`src/rtl/xor_share_arbiter.sv`:
```
// -----------------------------------------------------------------------------
// xor_share_arbiter
//
// One registered XOR unit (y = a ^ b) shared between NREQ requesters through
// round-robin arbitration. The winning requester's operand pair is XORed into
// a single output register and tagged with the requester index.
//
// Ports:
//   clk        rising-edge clock
//   rst_n      asynchronous active-low reset
//   req_valid  [NREQ]        requester i presents an operand pair
//   req_ready  [NREQ]        requester i accepted this cycle (one-hot or zero)
//   req_a      [NREQ*WIDTH]  operand a, requester i at [i*WIDTH +: WIDTH]
//   req_b      [NREQ*WIDTH]  operand b, same packing
//   out_valid                out_y/out_id hold a result
//   out_ready                consumer accepts the result
//   out_y      [WIDTH]       registered a ^ b of the granted pair
//   out_id     [ID_W]        requester that produced out_y
//   done_cnt   [CNT_W]       results accepted downstream, wrapping
// -----------------------------------------------------------------------------
module xor_share_arbiter #(
    parameter int NREQ  = 4,
    parameter int WIDTH = 8,
    parameter int ID_W  = 2,
    parameter int CNT_W = 16
) (
    input  logic                  clk,
    input  logic                  rst_n,
    input  logic [NREQ-1:0]       req_valid,
    output logic [NREQ-1:0]       req_ready,
    input  logic [NREQ*WIDTH-1:0] req_a,
    input  logic [NREQ*WIDTH-1:0] req_b,
    output logic                  out_valid,
    input  logic                  out_ready,
    output logic [WIDTH-1:0]      out_y,
    output logic [ID_W-1:0]       out_id,
    output logic [CNT_W-1:0]      done_cnt
);

    logic                 out_valid_q;
    logic [WIDTH-1:0]     out_y_q;
    logic [ID_W-1:0]      out_id_q;
    logic [CNT_W-1:0]     done_cnt_q;
    logic [ID_W-1:0]      last_grant_q;

    logic                 load;
    logic                 drain;
    logic [NREQ-1:0]      grant_oh;
    logic [ID_W-1:0]      grant_idx;
    logic                 grant_found;
    logic [ID_W:0]        scan_idx;
    logic [WIDTH-1:0]     out_y_d;

    logic [WIDTH-1:0]     xor_arr [NREQ];

    // Per-requester XOR of the operand pair; the mux after it picks the winner.
    generate
        for (genvar gi = 0; gi < NREQ; gi++) begin : g_xor
            assign xor_arr[gi] = req_a[gi*WIDTH +: WIDTH] ^ req_b[gi*WIDTH +: WIDTH];
        end
    endgenerate

    // The output register can take a new result when empty or being drained.
    assign load  = !out_valid_q || out_ready;
    assign drain = out_valid_q && out_ready;

    // Round-robin scan starting one past the last granted requester. scan_idx
    // carries one extra bit so last_grant + k never overflows before wrapping.
    always_comb begin
        grant_oh    = '0;
        grant_idx   = '0;
        grant_found = 1'b0;
        scan_idx    = '0;
        for (int k = 1; k <= NREQ; k++) begin
            scan_idx = {1'b0, last_grant_q} + (ID_W+1)'(k);
            if (scan_idx >= (ID_W+1)'(NREQ)) begin
                scan_idx = scan_idx - (ID_W+1)'(NREQ);
            end
            if (!grant_found && req_valid[scan_idx[ID_W-1:0]]) begin
                grant_found                   = 1'b1;
                grant_idx                     = scan_idx[ID_W-1:0];
                grant_oh[scan_idx[ID_W-1:0]]  = 1'b1;
            end
        end
        // No acceptance while the result is stalled or while held in reset.
        if (!load || !rst_n) begin
            grant_oh    = '0;
            grant_found = 1'b0;
        end
    end

    assign out_y_d   = xor_arr[grant_idx];
    assign req_ready = grant_oh;

    always_ff @(posedge clk or negedge rst_n) begin
        if (!rst_n) begin
            out_valid_q  <= 1'b0;
            out_y_q      <= '0;
            out_id_q     <= '0;
            done_cnt_q   <= '0;
            last_grant_q <= ID_W'(NREQ-1);
        end else begin
            if (grant_found) begin
                // Loading over a draining result keeps out_valid high: no bubble.
                out_valid_q  <= 1'b1;
                out_y_q      <= out_y_d;
                out_id_q     <= grant_idx;
                last_grant_q <= grant_idx;
            end else if (drain) begin
                out_valid_q  <= 1'b0;
            end
            if (drain) begin
                done_cnt_q <= done_cnt_q + 1'b1;
            end
        end
    end

    assign out_valid = out_valid_q;
    assign out_y     = out_y_q;
    assign out_id    = out_id_q;
    assign done_cnt  = done_cnt_q;

endmodule
```
`config.mk`:
```
export PLATFORM = sky130hd
export DESIGN_NAME = xor_share_arbiter
export DESIGN_NICKNAME = d
export VERILOG_FILES = /design/src/rtl/xor_share_arbiter.sv
export SDC_FILE = /design/constraint.sdc
export NUM_CORES = 1
export LEC_CHECK = 0
export CORE_ASPECT_RATIO = 1.4
export CORE_MARGIN = 2
export CORE_UTILIZATION = 25
export CTS_CLUSTER_SIZE = 28
export DETAILED_ROUTE_END_ITERATION = 12
export GPL_TIMING_DRIVEN = 0
export SLEW_MARGIN = 20
export SYNTH_ARGS = -nofsm -noshare
export SYNTH_HDL_FRONTEND = slang
export SYNTH_SLANG_ARGS = --single-unit
export TNS_END_PERCENT = 5
```
`constraint.sdc`:
```
create_clock -name clk -period 3.95 [get_ports clk]
set_input_delay 0.79 -clock clk [delete_from_list [all_inputs] [get_ports clk]]
set_output_delay 0.79 -clock clk [all_outputs]
set_load 0.1 [all_outputs]
```
==> results_dict.tcl <==
set metrics [dict create \
    synth_top_area_frac 0.304 \
    arrival_ns 3.03 \
    cts_tree "yes" \
    initial_core_util 0.258 \
    postSynthCellCount 239 \
    rsz0062_at_grt "no" \
    synth-seq-area-share 0.328 \
    syn_area_mm2 0.00222 \
    vias 2175 \
    async_flop_share 1.00 \
    port_buffers 101 \
    routed_wl_um 6430 \
    cts-htree-levels 2 \
    worst_pin_slew_ns 1.03 \
    placedCellCount 445 \
    drtIter0Drc 74 \
    relSlewSlack 0.312 \
    synthTopCellsByArea "dfrtp_1, xnor2_1, xor2_1, ha_1, nand2_1" \
    synth_ff_type "dfrtp_1" \
    clock_path_buffers 2 \
    hp-class "flop to flop" \
    fp-row-count 40 \
    startpoint_type "flop" \
    power.switching_w 0.00172 \
    final.min_clock_period_ns 3.82 \
    vias_per_cell 4.78 \
    fin_crit_sh 0.967 \
    setup-violations-final 0 \
    status "finished clean" \
    grt_start_max_net_pins 31 \
    layout-drive-gt1-share 0.131 \
    post-dp-hpwl_um 5020 \
    fp.coreArea_mm2 0.00861 \
    overflow 0 \
    cts_root_buf "clkbuf_16" \
    die_h_um 116 \
    dieArea_mm2 0.00967 \
    postRouteAntennaNets 0 \
    antenna_found_initial 0 \
    clk_latency_ns 0.27 \
    min_path_cells 1 \
    pwr-share-clk 0.111 \
    critPathKind "flop to output pin" \
    required_ns 3.16 \
    power.share.combinational 0.735 \
    cp_max_fo 14 \
    finalHoldViolations 0 \
    drv_cap 0 \
    cp-end-kind "output pin" \
    ys_types 43 \
    switching_share 0.546 \
    p_int_w 0.00143 \
    syn_to_final_growth_pct 64.0 \
    synth.yosys.warnings 0 \
    maxSlewViolCount 0 \
    pwr_density_cell_mw_per_mm2 866 \
    nets 429 \
    grt_pass1_wl_um 10200 \
    layoutNonFillerInstCount 455 \
    synth_enable_flop_cells 0 \
    ioPinCount 102 \
    clkSlewWorstSetupHoldPaths_ns 0.05 \
    seqPwrFrac 0.154 \
    ys_ff_latch 29 \
    leakagePower_nw 1.47 \
    p_total_w 0.00316 \
    fmax_mhz 262 \
    rr_worst_depth 12 \
    routedWlPerCell_um 14.1 \
    final.setup_skew_ns 0.00224 \
    gp_congestion 0.782 \
    avgSynthCellArea_um2 9.30 \
    cts_buffers 5 \
    dr.pass1.iters 4 \
    numClockSinks 29 \
    syn_nets 319 \
    die_w_um 83.7 \
    grt_pass1_vias 2121 \
    n_antenna_cell 0 \
    synth_largest_area_cell "dfrtp_1" \
    drc 0 \
    vdd_drop_max_mv 0.572 \
    cts-hold-fix-buffers 0 \
    grtUsageTotal 0.130 \
]
==> Yosys cell counts, types with 3 or more instances <==
cell,count
xnor2_1,29
nand2_1,28
dfrtp_1,27
nor2_1,25
xor2_1,19
nand3_1,15
a21oi_1,11
ha_1,9
o211ai_1,8
mux2i_1,5
a221oi_1,4
a222oi_1,4
a22oi_1,4
mux4_2,4
clkbuf_1,3
inv_1,3
o2111ai_1,3
==> repair_timing <==
action	in CTS	in global routing
endpoints found under the hold margin	0	0
setup buffers	3	0
endpoints found under the setup margin	4	4
resized for setup	43	5
pin swaps	2	1
==> sequential cells by signal, indices dropped and copies added, names as in the netlist <==
name,flops
done_cnt,16
out_y,8
last_grant_q,2
out_id,2
out_valid,1
==> final timing paths <==
path	end	slack, ns	start
max reg2reg	out_y[7]	0.76	last_grant_q[0]
min	done_cnt[15]	0.48	done_cnt[15]
min reg2reg	done_cnt[15]	0.48	done_cnt[15]
min in group asynchronous	done_cnt[1]	0.55	rst_n
max	req_ready[0]	0.13	last_grant_q[0]
max in group asynchronous	out_id[0]	2.97	rst_n
==> worst max-delay path, cell delays in order (launching register included) <==
cell and delay (ns):
dfstp_2 0.54, buf_6 0.13, buf_8 0.14, inv_4 0.09, ha_4 0.30, mux4_2 0.53
or3_4 0.42, nor2_4 0.17, a221oi_2 0.10, nor2_4 0.15, buf_12 0.19
==> power groups by stage <==
stage | clock network, W | registers [W] | logic (W)
after CTS | 0.000363 | 0.000487 | 0.00231
final | 0.000351 | 0.000485 | 0.00232
after floorplan | 0 | 0.00107 | 0.00108
after global placement | 0 | 0.000493 | 0.00216
after detailed placement | 0 | 0.000494 | 0.00218
after global routing | 0.000373 | 0.000502 | 0.00249
==> per-stage QoR <==
step	setup slack [ns]	hold WS [ns]	util	instance area [µm²]	TNS (ns)
final	0.132	0.481	0.424	3650	0
after global placement	-1.15	0.463	0.397	3410	-6.56
after floorplan	0.0235	0.494	-	2270	0
after detailed placement	-0.961	0.474	0.396	3410	-3.76
after CTS	0.0341	0.485	0.423	3640	0
after global routing	0.00519	0.498	0.424	3650	0
==> placed cells by master, fill, tap and decap left out, types with 3 or more instances in the layout <==
cell	instances
nand2_1	28
xnor2_1	29
nor2_4	6
o2111ai_1	3
xor2_1	19
a22oi_1	4
mux4_2	4
a21oi_1	11
clkdlybuf4s50_1	96
o211ai_1	8
clkbuf_16	5
a222oi_1	4
mux2i_1	5
ha_1	8
inv_1	3
dfrtp_1	27
nor2_1	20
buf_4	3
nand3_1	15
a221oi_2	4
buf_12	4
==> layer usage <==
metal | part of all wire | track usage | vias up | wire (µm)
met3 | 0.053 | 0.0256 | 8 | 341
met2 | 0.54 | 0.240 | 76 | 3470
li1 | - | - | 1069 | -
met1 | 0.39 | 0.148 | 1022 | 2500
met5 | 0 | 0 | - | 0
met4 | 0.019 | 0.0484 | 0 | 121
==> cell type report <==
type,count,area (µm²)
multi-input cells,198,1510
inverters,5,21.3
flip-flops and latches,29,728
well taps,105,131
repair buffers,104,1070
fillers,884,4960
clock buffers,6,129
plain buffers,6,51.3
clock inverters,2,10.0
==> logic make-up after synthesis <==
kind of cell	Yosys count	synth area share
xor gates and xnor gates	48	0.189
and+or+nand+nor	84	0.179
buffers and inverters	12	0.0281
DFF	29	0.328
adders and majority gates	9	0.0506
AOI/OAI and AO/OA	46	0.153
muxes	11	0.0732
Power figures use the tool's default switching activity.
